<file path="src/rtl/id_stage_ctrl_pkg.sv">
`default_nettype none
// ============================================================================
// Module      : id_stage_ctrl_pkg
// Description : Shared encodings for the decode-stage controller: RV32I
//               opcodes, immediate-select codes used by immediate_generate,
//               and the bubble-insertion FSM states.
// Revision    : 1.0 - initial release
// ============================================================================
package id_stage_ctrl_pkg;

    // RV32I major opcodes (instr[6:0])
    localparam logic [6:0] LUI    = 7'b0110111;
    localparam logic [6:0] AUIPC  = 7'b0010111;
    localparam logic [6:0] JAL    = 7'b1101111;
    localparam logic [6:0] JALR   = 7'b1100111;
    localparam logic [6:0] BRANCH = 7'b1100011;
    localparam logic [6:0] LOAD   = 7'b0000011;
    localparam logic [6:0] STORE  = 7'b0100011;
    localparam logic [6:0] OP_IMM = 7'b0010011;
    localparam logic [6:0] OP     = 7'b0110011;

    // Immediate formats understood by immediate_generate
    typedef enum logic [2:0] {
        I_SIGNED_TYPE   = 3'd0,
        I_UNSIGNED_TYPE = 3'd1,
        I_SHIFT_TYPE    = 3'd2,
        S_TYPE          = 3'd3,
        B_TYPE          = 3'd4,
        U_TYPE          = 3'd5,
        J_TYPE          = 3'd6
    } imm_sel_e;

    // Load-use bubble FSM
    typedef enum logic [0:0] {
        RUN    = 1'b0,
        BUBBLE = 1'b1
    } state_e;

endpackage : id_stage_ctrl_pkg
`default_nettype wire

</file>
<file path="src/rtl/id_stage_ctrl_immediate_generate.sv">
`default_nettype none
// ============================================================================
// Module      : immediate_generate
// Description : Purely combinational RV32I immediate extraction.
//   instr   in  [31:7] instruction bits above the opcode
//   imm_sel in  3      immediate format
//   imm     out 32     sign/zero-extended immediate
// Revision    : 1.0 - initial release
// ============================================================================
module immediate_generate
    import id_stage_ctrl_pkg::*;
(
    input  logic [31:7] instr,
    input  imm_sel_e    imm_sel,
    output logic [31:0] imm
);

    always_comb begin
        imm = 32'd0;
        case (imm_sel)
            I_SIGNED_TYPE:   imm = {{20{instr[31]}}, instr[31:20]};
            I_UNSIGNED_TYPE: imm = {20'd0, instr[31:20]};
            I_SHIFT_TYPE:    imm = {27'd0, instr[24:20]};
            S_TYPE:          imm = {{20{instr[31]}}, instr[31:25], instr[11:7]};
            B_TYPE:          imm = {{19{instr[31]}}, instr[31], instr[7],
                                    instr[30:25], instr[11:8], 1'b0};
            U_TYPE:          imm = {instr[31:12], 12'd0};
            J_TYPE:          imm = {{11{instr[31]}}, instr[31], instr[19:12],
                                    instr[20], instr[30:21], 1'b0};
            default:         imm = 32'd0;
        endcase
    end

endmodule : immediate_generate
`default_nettype wire

</file>
<file path="src/rtl/id_stage_ctrl.sv">
`default_nettype none
// ============================================================================
// Module      : id_stage_ctrl
// Description : Decode-stage controller. Accepts instructions from fetch over
//               valid/ready, classifies the opcode, registers decoded fields
//               and the immediate into the ID/EX register, inserts a single
//               bubble on load-use hazards, honours flush and EX backpressure,
//               and counts fetch stall cycles (saturating).
//   clk, reset_n                 clock / async active-low reset
//   if_valid, if_ready           fetch handshake
//   if_instr, if_pc              offered instruction and its address
//   flush                        redirect from EX, kills incoming and held
//   ex_ready                     EX consumes the ID/EX register
//   id_valid .. id_illegal       registered ID/EX outputs
//   stall_cnt                    saturating count of fetch stall cycles
// Revision    : 1.0 - initial release
// ============================================================================
module id_stage_ctrl
    import id_stage_ctrl_pkg::*;
#(
    parameter int STALL_CNT_W = 16
) (
    input  logic                   clk,
    input  logic                   reset_n,
    input  logic                   if_valid,
    output logic                   if_ready,
    input  logic [31:0]            if_instr,
    input  logic [31:0]            if_pc,
    input  logic                   flush,
    input  logic                   ex_ready,
    output logic                   id_valid,
    output logic [31:0]            id_pc,
    output logic [31:0]            id_imm,
    output logic [2:0]             id_imm_sel,
    output logic [4:0]             id_rs1,
    output logic [4:0]             id_rs2,
    output logic [4:0]             id_rd,
    output logic [6:0]             id_opcode,
    output logic                   id_illegal,
    output logic [STALL_CNT_W-1:0] stall_cnt
);

    state_e                 r_state;
    state_e                 w_state_next;
    logic                   r_id_valid;
    logic [31:0]            r_pc;
    logic [31:0]            r_imm;
    logic [2:0]             r_imm_sel;
    logic [4:0]             r_rs1;
    logic [4:0]             r_rs2;
    logic [4:0]             r_rd;
    logic [6:0]             r_opcode;
    logic                   r_illegal;
    logic [STALL_CNT_W-1:0] r_stall_cnt;

    logic [6:0]  w_opcode;
    logic [2:0]  w_funct3;
    logic [4:0]  w_rs1;
    logic [4:0]  w_rs2;
    logic [4:0]  w_rd;
    imm_sel_e    w_imm_sel;
    logic        w_illegal;
    logic        w_zero_imm;
    logic        w_use_rs1;
    logic        w_use_rs2;
    logic [31:0] w_imm_gen;
    logic        w_hazard;
    logic        w_advance;
    logic        w_if_ready;
    logic        w_accept;

    assign w_opcode = if_instr[6:0];
    assign w_funct3 = if_instr[14:12];
    assign w_rs1    = if_instr[19:15];
    assign w_rs2    = if_instr[24:20];
    assign w_rd     = if_instr[11:7];

    // Opcode classification and register-usage flags for hazard detection
    always_comb begin
        w_imm_sel  = I_SIGNED_TYPE;
        w_illegal  = 1'b0;
        w_zero_imm = 1'b0;
        w_use_rs1  = 1'b1;
        w_use_rs2  = 1'b0;
        case (w_opcode)
            LUI, AUIPC: begin
                w_imm_sel = U_TYPE;
                w_use_rs1 = 1'b0;
            end
            JAL: begin
                w_imm_sel = J_TYPE;
                w_use_rs1 = 1'b0;
            end
            JALR, LOAD: w_imm_sel = I_SIGNED_TYPE;
            STORE: begin
                w_imm_sel = S_TYPE;
                w_use_rs2 = 1'b1;
            end
            BRANCH: begin
                w_imm_sel = B_TYPE;
                w_use_rs2 = 1'b1;
            end
            OP_IMM: begin
                if (w_funct3 == 3'b001 || w_funct3 == 3'b101)
                    w_imm_sel = I_SHIFT_TYPE;
            end
            OP: begin
                w_zero_imm = 1'b1;
                w_use_rs2  = 1'b1;
            end
            default: begin
                w_illegal  = 1'b1;
                w_zero_imm = 1'b1;
            end
        endcase
    end

    immediate_generate u_immediate_generate (
        .instr   (if_instr[31:7]),
        .imm_sel (w_imm_sel),
        .imm     (w_imm_gen)
    );

    // Load result is not forwardable the cycle after it sits in ID/EX
    assign w_hazard = r_id_valid && (r_opcode == LOAD) && (r_rd != 5'd0) &&
                      ((w_use_rs1 && (w_rs1 == r_rd)) ||
                       (w_use_rs2 && (w_rs2 == r_rd)));

    assign w_advance = !r_id_valid || ex_ready;

    always_comb begin
        w_state_next = r_state;
        w_if_ready   = w_advance;
        if (flush) begin
            // Accept-and-drop so fetch drains during a redirect
            w_if_ready   = 1'b1;
            w_state_next = RUN;
        end else begin
            case (r_state)
                RUN: begin
                    if (if_valid && w_hazard) begin
                        w_if_ready = 1'b0;
                        if (ex_ready)
                            w_state_next = BUBBLE;
                    end
                end
                BUBBLE:  w_state_next = RUN;
                default: w_state_next = RUN;
            endcase
        end
    end

    assign w_accept = if_valid && w_if_ready && !flush;
    assign if_ready = w_if_ready && reset_n;

    always_ff @(posedge clk or negedge reset_n) begin
        if (!reset_n) begin
            r_state     <= RUN;
            r_id_valid  <= 1'b0;
            r_pc        <= 32'd0;
            r_imm       <= 32'd0;
            r_imm_sel   <= 3'd0;
            r_rs1       <= 5'd0;
            r_rs2       <= 5'd0;
            r_rd        <= 5'd0;
            r_opcode    <= 7'd0;
            r_illegal   <= 1'b0;
            r_stall_cnt <= '0;
        end else begin
            r_state <= w_state_next;
            if (flush) begin
                r_id_valid <= 1'b0;
            end else if (w_advance) begin
                // A hazard leaves w_accept low here, which is the bubble
                r_id_valid <= w_accept;
                if (w_accept) begin
                    r_pc      <= if_pc;
                    r_imm     <= w_zero_imm ? 32'd0 : w_imm_gen;
                    r_imm_sel <= w_imm_sel;
                    r_rs1     <= w_rs1;
                    r_rs2     <= w_rs2;
                    r_rd      <= w_rd;
                    r_opcode  <= w_opcode;
                    r_illegal <= w_illegal;
                end
            end
            if (if_valid && !w_if_ready && !flush && !(&r_stall_cnt))
                r_stall_cnt <= r_stall_cnt + 1'b1;
        end
    end

    assign id_valid   = r_id_valid;
    assign id_pc      = r_pc;
    assign id_imm     = r_imm;
    assign id_imm_sel = r_imm_sel;
    assign id_rs1     = r_rs1;
    assign id_rs2     = r_rs2;
    assign id_rd      = r_rd;
    assign id_opcode  = r_opcode;
    assign id_illegal = r_illegal;
    assign stall_cnt  = r_stall_cnt;

endmodule : id_stage_ctrl
`default_nettype wire

</file>
<file path="config.mk">
export PLATFORM = sky130hd
export DESIGN_NAME = id_stage_ctrl
export DESIGN_NICKNAME = d
export VERILOG_FILES = /design/src/rtl/id_stage_ctrl_pkg.sv /design/src/rtl/id_stage_ctrl_immediate_generate.sv /design/src/rtl/id_stage_ctrl.sv
export SDC_FILE = /design/constraint.sdc
export NUM_CORES = 1
export LEC_CHECK = 0
export ABC_CLOCK_PERIOD_IN_PS = 2800
export BUFFER_PORTS_ARGS = -buffer_cell sky130_fd_sc_hd__buf_2
export CAP_MARGIN = 20
export CORE_ASPECT_RATIO = 1.2
export CORE_UTILIZATION = 45
export CTS_BUF_LIST = sky130_fd_sc_hd__clkbuf_8 sky130_fd_sc_hd__clkbuf_16
export DETAILED_ROUTE_END_ITERATION = 10
export PLACE_DENSITY_LB_ADDON = 0.05
export SLEW_MARGIN = 15
export SYNTH_ARGS = -nofsm -noshare
export SYNTH_HDL_FRONTEND = slang
export SYNTH_SLANG_ARGS = --single-unit
export TNS_END_PERCENT = 50
</file>
<file path="constraint.sdc">
create_clock -name clk -period 2.8 [get_ports clk]
set_input_delay 0.28 -clock clk [delete_from_list [all_inputs] [get_ports clk]]
set_output_delay 0.28 -clock clk [all_outputs]
set_load 0.02 [all_outputs]
</file>
# Word-level counts from Yosys, hierarchy flattened
# Index checks and enable logic that the tools add are counted.
# word_totals
regBits	108
input_bits	69
out_inout_bits	108
elab_cells	79
# classes
addsub	1
eq_ne	20
mux	16
bitwise	2
n_reduce_logical	29
# op_table
op	count
$pmux 32 s7	1
$mux 32	1
$eq 7x6->1 const B	3
$eq 7x7->1 const B	3
$add 16x1->16 const B	1
$reduce_and 16->1	1
$pmux 3 s5	1
$eq 7x2->1 const B	2
$eq 7x5->1 const B	2
$eq 3x3->1 const B	4
$logic_and 1x1->1	12
$mux 1	11
$eq 5x5->1	2
$reduce_or 9->1	1
$reduce_or 8->1	1
$eq 3x1->1 const B	2
$eq 3x2->1 const B	2
$reduce_or 3->1	2
$reduce_bool 5->1	1
$logic_not 1->1	4
$logic_not 3->1	1
$logic_or 1x1->1	3
$reduce_and 3->1	1
$mux 2	1
other kinds (4)	5

# Longest topological paths before layout
# Gate-level depths: netlist (run 1).
# logic_depth
depth_word	14
depth_mapped	9
depth_no_buf	7

# Modules after synthesis
# Synthesis (run 1) repeated with hierarchy kept, for this count alone.
# unflattened
cells_unflattened	446
hier_area_um2	5348.9
# by_module_without_submodules
mod	instances	cells_per_inst	area_per_inst_um2
id_stage_ctrl	1	378	4812.1
immediate_generate	1	68	536.8

# Worst setup path after synthesis (run 1)
# OpenSTA, ideal clock, no wires.
# synth_path
path_kind	reg-to-reg
start	reg r_opcode[2], in the netlist id_opcode[2]
end	reg r_stall_cnt[1], in the netlist stall_cnt[1]
arrival_time_ns	2.194
required_time_ns	2.672
setup_slack_ns	0.479
stages_incl_launch_ff	7
period_less_slack_ns	2.321
path_cell_list	dfrtp_1 > or4b_4 > nor4_4 > o221ai_4 > buf_4 > a21oi_1 > mux2_1
# synth_via
elab_chain_len	12
# synth_rtl
item	line_no	rtl
from (decl)	id_stage_ctrl.sv:52	logic [6:0] r_opcode;
from (signal assigned)	id_stage_ctrl.sv:183	r_opcode <= w_opcode;
$eq 7x2->1	id_stage_ctrl.sv:125	assign w_hazard = r_id_valid && (r_opcode == LOAD) && (r_rd != 5'd0) &&
$logic_and 1x1->1 (3 in series)	id_stage_ctrl.sv:125	
$logic_and 1x1->1	id_stage_ctrl.sv:141	if (if_valid && w_hazard) begin
$mux 1	id_stage_ctrl.sv:141	
$mux 1	id_stage_ctrl.sv:139	case (r_state)
$mux 1	id_stage_ctrl.sv:134	if (flush) begin
$logic_not 1->1	id_stage_ctrl.sv:187	if (if_valid && !w_if_ready && !flush && !(&r_stall_cnt))
$logic_and 1x1->1 (3 in series)	id_stage_ctrl.sv:187	
to (signal assigned)	id_stage_ctrl.sv:188	r_stall_cnt <= r_stall_cnt + 1'b1;
to (decl)	id_stage_ctrl.sv:54	logic [STALL_CNT_W-1:0] r_stall_cnt;
# Every way passes these cells.
# A chain may end at the register's enable or synchronous reset.

# Final worst setup path (run 1)
# layout_path
start	reg r_rd[1], in the netlist id_rd[1]
end	out if_ready
# layout_via
elab_chain_len	9
elab_cells_between_ends	13
cone_classes	eq/ne: 2; mux: 3; reduce/logical: 8
# layout_rtl
item	line_no	rtl
from (decl)	id_stage_ctrl.sv:51	logic [4:0] r_rd;
from (signal assigned)	id_stage_ctrl.sv:182	r_rd <= w_rd;
$eq 5x5->1 (on tied branches)	id_stage_ctrl.sv:126, id_stage_ctrl.sv:127	
$logic_and 1x1->1 (on tied branches)	id_stage_ctrl.sv:126, id_stage_ctrl.sv:127	
$logic_or 1x1->1	id_stage_ctrl.sv:126	((w_use_rs1 && (w_rs1 == r_rd)) ||
$logic_and 1x1->1 *	id_stage_ctrl.sv:125	
$logic_and 1x1->1 *	id_stage_ctrl.sv:141	
$mux 1 *	id_stage_ctrl.sv:141	
$mux 1 *	id_stage_ctrl.sv:139	
$mux 1 *	id_stage_ctrl.sv:134	
$logic_and 1x1->1 *	id_stage_ctrl.sv:154	assign if_ready = w_if_ready && reset_n;
to (decl)	id_stage_ctrl.sv:26	output logic if_ready,
# Every way passes the cells marked *; elsewhere a longest branch is shown, timed or not.

==> reports/metrics.cfg, run 1 <==
[sta]
timing.fmax_mhz=380
hold_viol_final=0
slew_viol_final=0
rsz0062_at_grt=no
setup_tns_ps=0
maxSlewHeadroom=0.313
tightest_slew_ps=1020
finalCriticalPeriod_ps=2630
period_share=0.939
skew_ps=10.1
setup_viol=0

[critical_path]
crit_end=if_ready
cp.required_ps=2520
reg2reg_slack_ps=410
worstPathArrival_ps=2350
startpoint=id_rd[1]$_DFFE_PN0P_
r2r_cells=7
end_kind=output pin
cp_max_fo=24
path_class=reg2out
worstReg2RegEnd=id_pc[11]$_DFFE_PN0P_
timing.rr.start=id_rd[0]$_DFFE_PN0P_
critPathLaunchType=flip-flop

[die]
fp.dieH_um=117
die_w_um=97.9
rows=41
core-area_mm2=0.0106
fp.dieArea_mm2=0.0115
start_util=0.468
pin_count=177

[routing]
wirelength_mm=11.8
drt_iter0_drc=135
wire_per_inst_um=16.8
vias=3852
firstDrtPassIters=9
drc=18
ant_nets=0
avgViaCountPerCell=5.49

[yosys]
synth_nets=464
synth_top_area_frac=0.544
ys_warn_count=0
yosys.area.top_type=dfrtp_1
synth_most_common_cell=dfrtp_1
synth_cells=394
yosysSeqAreaShare=0.544
ys.flop_type=dfrtp_1
synth_area_mm2=0.00497
synth_area_per_cell_um2=12.6
synth_common_cells=dfrtp_1, mux2_1, a21oi_1
ys_types=52
synth-seq-cells=108
synth_top_cells_by_area=dfrtp_1, mux2_1, o2bb2ai_1
async_flop_share=1.00
synth_edf_count=0

[clock_network]
clk_latency_ps=350
h-tree-depth=3
clock_tree.buffer_depth=2
cts_sinks=108
path_clk_slew_ps=70
numCtsBuffers=9
cts_root_buf=clkbuf_16
cts_setup_buffers=0
cts_tree=yes

[place]
io_buffers=176
place_inst=685
dp_hpwl_mm=8.49
gp_congestion=0.865

[grt]
grt_max_degree=85
grt_pass1_wl_mm=18.8
grt.total_usage=0.210
grt_pass1_vias=3617
grt_antenna_before_repair=0
grt_overflow=0

[finish]
antenna-diode-count=0
drive_above_1_share=0.377
syn_to_final_growth_pct=28.3
final_cells=702
final_nets=638

[pwr]
powerDensity_mw_per_mm2=653
ir_worst_vdd_v=0.000344
finalPower_w=0.00416
p_leak_nw=3.18

[status]
violations=design-rule violations
run_status=complete, but fails checks

[flow_run]
cap_violations=0

[hold_path]
min_path_type=in2reg

==> power by group <==
part | internal [W] | switching [W]
sequential | 0.00173 | 0.000123
clock | 0.000891 | 0.000594
combinational | 0.000322 | 0.000500
total | 0.00295 | 0.00122
==> cell families (layout without fill, tap and decap cells) <==
| family | Yosys count | after routing | synth area share |
|---|---|---|---|
| and+or+nand+nor | 74 | 74 | 0.0945 |
| muxes | 64 | 64 | 0.145 |
| AOI/OAI and AO/OA | 91 | 91 | 0.138 |
| adders and majority gates | 1 | 1 | 0.00252 |
| xor gates and xnor gates | 25 | 25 | 0.0441 |
| DFF | 108 | 108 | 0.544 |
| buffers and inverters | 31 | 210 | 0.0327 |
==> metal layers <==
layer	GRT usage	share of wire
met4	0.0838	0.016
met3	0.0356	0.060
met5	0	0
met1	0.284	0.45
met2	0.341	0.47
==> critical path, stage by stage (launching register included) <==
cell and delay, ps:
dfrtp_1 440, or4_1 630, o221ai_4 240, buf_4 300
a21oi_1 100, nor2b_1 110, buf_2 170
==> registers in the layout (all words and copies together), names as in the netlist <==
register and cells:
stall_cnt 16, id_rd 5, id_illegal 1, id_opcode 7, id_valid 1, id_pc 32, id_imm 32, id_rs2 5
id_imm_sel 3, id_rs1 5, r_state 1
==> worst min-delay path by stage <==
| stage | startpoint | endpoint | slack [ps] | depth (start not counted) |
|---|---|---|---|---|
| floorplan | reset_n | id_illegal$_DFFE_PN0P_ | -20 | 0 |
| global placement | reset_n | id_imm[15]$_DFFE_PN0P_ | 210 | 1 |
| detailed placement | reset_n | id_imm[16]$_DFFE_PN0P_ | 210 | 1 |
| CTS | flush | r_state$_DFF_PN0_ | 120 | 2 |
| global route | if_pc[19] | id_pc[19]$_DFFE_PN0P_ | 130 | 2 |
| finish | flush | r_state$_DFF_PN0_ | 130 | 2 |
==> metrics by stage <==
stage,cell area (um^2),hold slack (ps),setup slack [ps],utilization
after floorplan,4970,-15.6,479,-
after global placement,6000,213,371,0.565
after detailed placement,6000,214,278,0.565
after CTS,6370,119,35.0,0.600
after global routing,6370,131,59.7,0.600
final,6370,132,170,0.600
==> cell type report <==
cell class / count / area [um^2]
inverters: 6 / 22.5
multi-input cells: 255 / 2110
well taps: 129 / 161
clock inverters: 7 / 128
flip-flops and latches: 108 / 2700
repair buffers: 188 / 1030
clock buffers: 9 / 225
fillers: 897 / 4250
==> cell usage in the layout, fill, tap and decap left out, types with 3 or more instances in the layout <==
cell type,netlist,routed
a2111oi_1,3,3
a211oi_1,11,11
a21boi_0,3,3
a21o_1,6,6
a21oi_1,27,27
a22o_1,4,4
and3_1,4,4
and4_1,7,7
buf_12,0,4
buf_2,10,175
buf_4,5,8
bufinv_16,0,3
clkbuf_16,0,9
dfrtp_1,108,108
inv_1,6,6
inv_6,0,3
mux2_1,59,59
mux2_2,3,3
nand2_1,14,14
nand3_1,13,13
nand4_1,4,4
nor2_1,6,6
nor2b_1,3,3
nor3b_1,3,3
o21ai_0,5,5
o2bb2ai_1,21,21
xnor2_1,6,6
xor2_1,19,19
==> repair_timing <==
action | in CTS | in global routing
endpoints found under the setup margin | 0 | 1
endpoints found under the hold margin | 24 | 0
resized for setup | 0 | 1
hold buffers | 1 | 0
Power figures use the tool's default switching activity.
==> inputs of run 2 (changes only) <==
Settings changed: ABC_AREA set to 1, CTS_BUF_LIST sky130_fd_sc_hd__clkbuf_8 sky130_fd_sc_hd__clkbuf_16 to unset, CTS_CLUSTER_SIZE set to 30.
==> reports/metrics.cfg, run 2 <==
[status]
run_status=finished, final reports clean

[clock_network]
cts_root_buf=clkbuf_16
cts_tree=yes
clock_tree.buffer_depth=2  ; unchanged
path_clk_slew_ps=70  ; about the same
cts_resized=0  ; unchanged
cts_sinks=108  ; unchanged
h-tree-depth=3  ; unchanged
clk_latency_ps=340  ; about the same
numCtsBuffers=9  ; unchanged
holdBufCountCts=0  ; -1
cts_setup_buffers=0  ; unchanged

[grt]
grt_max_degree=77  ; -9.4%
grt_antenna_before_repair=0  ; unchanged
grt_overflow=0  ; unchanged
grt.total_usage=0.236  ; +0.0256
grt_pass1_wl_mm=21.8  ; +16%
grt_pass1_vias=4388  ; +21%

[sta]
setup_viol=0  ; unchanged
rsz0062_at_grt=no
hold_viol_final=0  ; unchanged
slew_viol_final=0  ; unchanged
setup_tns_ps=0  ; unchanged
period_share=0.871  ; -0.0682
timing.fmax_mhz=410  ; +7.8%
finalCriticalPeriod_ps=2440  ; -191 ps
whs_ps=44.0  ; -87.7 ps
maxSlewHeadroom=0.384  ; +0.0718
tightest_slew_ps=923  ; -98.5 ps
skew_ps=8.73  ; -1.40 ps

[yosys]
synth_area_per_cell_um2=7.97  ; -37%
synth_common_cells=nand2_1, dfrtp_1, inv_1, o21ai_0, nor2_1
synth_top_area_frac=0.532  ; -0.0125
synth_cells=638  ; +62%
synth-seq-cells=108  ; unchanged
yosys.area.top_type=dfrtp_1
synth_area_mm2=0.00508  ; +2.3%
yosysSeqAreaShare=0.532  ; -0.0125
ys_types=28  ; -46%
synth_most_common_cell=nand2_1
ys.flop_type=dfrtp_1
synth_top_cells_by_area=dfrtp_1, nand2_1, o21ai_0
synth_edf_count=0  ; unchanged
synth_nets=708  ; +53%
async_flop_share=1.00  ; unchanged
ys_warn_count=0  ; unchanged

[finish]
final_nets=877  ; +37%
syn_to_final_growth_pct=24.8
final_common_cell=nand2_1
antenna-diode-count=0  ; unchanged
fill_cells=1075  ; +20%
drive_above_1_share=0.264  ; -0.113
mostFrequentLayoutCells=nand2_1, buf_2, dfrtp_1, inv_1, o21ai_0

[hold_path]
min_path_type=in2async

[die]
rows=42  ; +2.4%
fp.dieArea_mm2=0.0117  ; +2.3%
die_w_um=99.0  ; +1.1%
start_util=0.461  ; -0.00712
fp.dieH_um=118  ; +1.1%
pin_count=177  ; unchanged
core-area_mm2=0.0110  ; +3.9%

[critical_path]
r2r_cells=8  ; +1
cp_max_fo=19  ; -21%
critPathLaunchType=flip-flop
worstReg2RegEnd=stall_cnt[1]$_DFFE_PN0P_
end_kind=output pin
reg2reg_slack_ps=600  ; +190 ps
timing.rr.start=id_opcode[3]$_DFFE_PN0P_
cp.required_ps=2520  ; about the same
worstPathArrival_ps=2160  ; -190 ps
path_class=reg2out

[routing]
firstDrtPassIters=7  ; -2
drt_iter0_drc=219  ; +62%
ant_nets=0  ; unchanged
drc=0  ; -18
wirelength_mm=13.2  ; +12%
avgViaCountPerCell=4.96  ; -9.5%
wire_per_inst_um=14.0  ; -17%
vias=4686  ; +22%

[pwr]
ir_worst_vdd_v=0.000370  ; +7.6%
powerDensity_mw_per_mm2=588  ; -10%
p_leak_nw=3.75  ; +18%

[flow_run]
cap_violations=0  ; unchanged

[place]
dp_hpwl_mm=9.58  ; +13%
gp_congestion=0.828  ; -4.3%
io_buffers=176  ; unchanged

## run 2: cell types whose count changed after synthesis, moves of 16 or more
cell / previous run / this run
nand2_1: 14 / 286
a21oi_1: 27 / 5
o21ai_0: 5 / 37
mux2_1: 59 / 0
nor2_1: 6 / 31
nand3_1: 13 / 29
o2bb2ai_1: 21 / 0
inv_1: 6 / 37
nand4_1: 4 / 21
## run 2: worst max-delay path by stage
stage | start | depth (start not counted) | slack [ps] | to
after floorplan | if_instr[4] | 11 | 900 | if_ready
after global placement | if_instr[1] | 13 | 470 | stall_cnt[13]$_DFFE_PN0P_
after detailed placement | if_instr[4] | 13 | 360 | id_imm[21]$_DFFE_PN0P_
after CTS | id_opcode[3]$_DFFE_PN0P_ | 7 | 370 | if_ready
after global routing | id_opcode[3]$_DFFE_PN0P_ | 7 | 140 | if_ready
final | id_opcode[3]$_DFFE_PN0P_ | 7 | 360 | if_ready
## run 2: logic make-up after synthesis
logic type      after synthesis  synth area share
flops                       108             0.532
fa+ha+maj                     1           0.00246
compound gates               57            0.0610
buf+inv                      68            0.0578
simple gates                385             0.314
xor+xnor                     19            0.0327
## run 2: final cells by class
type,count,area (um^2),share of cell area
multi-input combinational,462,2090,0.329
clock inverter,5,28.8,0.00454
clock buffer,11,233,0.0367
timing repair buffer,184,968,0.153
tap,132,165,0.0260
sequential,108,2700,0.426
inverter,42,158,0.0249
## run 2: per-layer routing
metal / vias up / GRT usage / share of wire
li1: 2361 / - / -
met2: 147 / 0.393 / 0.48
met3: 14 / 0.0503 / 0.056
met5: - / 0 / 0
met1: 2164 / 0.309 / 0.45
met4: 0 / 0.0681 / 0.015
## run 2: worst max-delay path, stage by stage, from the launching register on
cell     delay [ps]
dfrtp_1         390
nor3_1          190
nand4_1         140
a21oi_1         260
nand3_1         190
nand2_2         340
nor2_1          120
buf_2           180
## run 2: report_power, final
group	switching, W	internal (W)
Clock	0.000546	0.000600
Sequential	0.000109	0.00171
Combinational	0.000502	0.000257
Total	0.00116	0.00257
## run 2: through the flow
step	cells	util	cell area [um^2]	worst slack, ps	power (W)
floorplan	638	-	5080	897	0.00229
CTS	944	0.575	6340	371	0.00377
global placement	928	0.551	6080	470	0.00260
detailed placement	928	0.551	6080	364	0.00262
finish	944	0.575	6340	361	0.00373
global route	944	0.575	6340	136	0.00393
==> inputs of run 3 (changes only) <==
Settings changed: ABC_CLOCK_PERIOD_IN_PS 2800 to 2550.
Clock period 2.8 ns to 2.55 ns, I/O delays scaled along.
==> reports/metrics.cfg, run 3 (synthesis results as in run 2) <==
[clock_network]
cts_tree=yes
numCtsBuffers=9  ; unchanged
holdBufCountCts=0  ; unchanged
cts_sinks=108  ; unchanged
h-tree-depth=3  ; unchanged
cts_setup_buffers=0  ; unchanged
path_clk_slew_ps=70  ; about the same
clock_tree.buffer_depth=2  ; unchanged
clk_latency_ps=340  ; about the same
cts_root_buf=clkbuf_16
cts_resized=0  ; unchanged

[die]
start_util=0.461  ; unchanged
core-area_mm2=0.0110  ; unchanged
die_w_um=99.0  ; unchanged
rows=42  ; unchanged
fp.dieH_um=118  ; unchanged
pin_count=177  ; unchanged
fp.dieArea_mm2=0.0117  ; unchanged

[sta]
slew_viol_final=0  ; unchanged
timing.fmax_mhz=448
period_share=0.875
hold_viol_final=0  ; unchanged
skew_ps=8.34  ; -0.392 ps
maxSlewHeadroom=0.624  ; +0.240
whs_ps=40.2  ; -3.79 ps
rsz0062_at_grt=no
setup_tns_ps=0  ; unchanged
setup_viol=0  ; unchanged
finalCriticalPeriod_ps=2230
tightest_slew_ps=563  ; -361 ps

[critical_path]
timing.rr.start=id_rd[2]$_DFFE_PN0P_
path_class=reg2out
cp.required_ps=2300  ; -220 ps
end_kind=output pin
worstPathArrival_ps=1980  ; -180 ps
cp_max_fo=6  ; -13
startpoint=id_rd[2]$_DFFE_PN0P_
critPathLaunchType=flip-flop
r2r_cells=10  ; +2

[grt]
grt_pass1_wl_mm=21.8  ; unchanged
grt_overflow=0  ; unchanged
grt_max_degree=109  ; +42%
grt_antenna_before_repair=0  ; unchanged
grt_pass1_vias=4393  ; +0.11%
grt.total_usage=0.235  ; -0.00122

[finish]
syn_to_final_growth_pct=26.2
final_nets=878  ; +0.11%
final_common_cell=nand2_1
antenna-diode-count=0  ; unchanged
drive_above_1_share=0.267  ; +0.00337
fill_cells=1055  ; -1.9%
mostFrequentLayoutCells=nand2_1, buf_2, dfrtp_1, inv_1, o21ai_0

[routing]
drc=0  ; unchanged
wirelength_mm=13.4  ; +1.3%
wire_per_inst_um=14.1  ; +1.1%
ant_nets=0  ; unchanged
avgViaCountPerCell=4.95  ; -0.28%
vias=4678  ; -0.17%
drt_iter0_drc=200  ; -8.7%
firstDrtPassIters=4  ; -3

[pwr]
ir_worst_vdd_v=0.000449  ; +22%
p_leak_nw=3.78  ; +0.77%
powerDensity_mw_per_mm2=677  ; +15%

[flow_run]
cap_violations=0  ; unchanged

[status]
run_status=finished, final reports clean

[place]
io_buffers=176  ; unchanged
dp_hpwl_mm=9.65  ; +0.71%
gp_congestion=0.818  ; -1.1%

[hold_path]
min_path_type=in2async

-- run 3: report_power, final --
group | switching, W | internal [W]
sequential | 0.000118 | 0.00188
combinational | 0.000554 | 0.000284
clock | 0.000613 | 0.000888
-- run 3: layer usage --
metal | routed length, um | GRT usage
met1 | 5860 | 0.307
met2 | 6530 | 0.395
met3 | 799 | 0.0485
met4 | 161 | 0.0634
met5 | 0 | 0
-- run 3: layout make-up --
type | instances | area [um^2] | share of cell area
sequential | 108 | 2700 | 0.421
multi-input combinational | 462 | 2090 | 0.325
timing repair buffer | 185 | 976 | 0.152
clock buffer | 10 | 239 | 0.0373
tap | 132 | 165 | 0.0258
inverter | 42 | 158 | 0.0246
clock inverter | 6 | 86.3 | 0.0135
-- run 3: final timing paths --
path / slack (ps) / to
setup / recovery: 320 / if_ready
hold / removal: 40 / id_pc[16]$_DFFE_PN0P_
setup reg to reg: 550 / stall_cnt[9]$_DFFE_PN0P_
max in group asynchronous: 2110 / id_pc[2]$_DFFE_PN0P_
hold reg to reg: 480 / id_imm[26]$_DFFE_PN0P_
min in group clk: 100 / id_pc[5]$_DFFE_PN0P_
-- run 3: through the flow --
| step | area (um^2) | setup slack, ps | utilization | power [W] | std cells |
|---|---|---|---|---|---|
| floorplan | 5080 | 667 | - | 0.00251 | 638 |
| global placement | 6090 | 442 | 0.552 | 0.00286 | 929 |
| detailed placement | 6090 | 303 | 0.552 | 0.00288 | 929 |
| CTS | 6410 | 302 | 0.581 | 0.00438 | 945 |
| global route | 6410 | 125 | 0.581 | 0.00455 | 945 |
| finish | 6410 | 318 | 0.581 | 0.00434 | 945 |
-- run 3: worst max-delay path, cell delays in order (launching register included) --
cell and delay (ps):
dfrtp_1 460, xnor2_1 170, nand2_1 70, nor2_1 170
nand3_2 90, nand2_1 100, nand3_1 140, nand2_2 180
nor2_1 90, buf_2 160
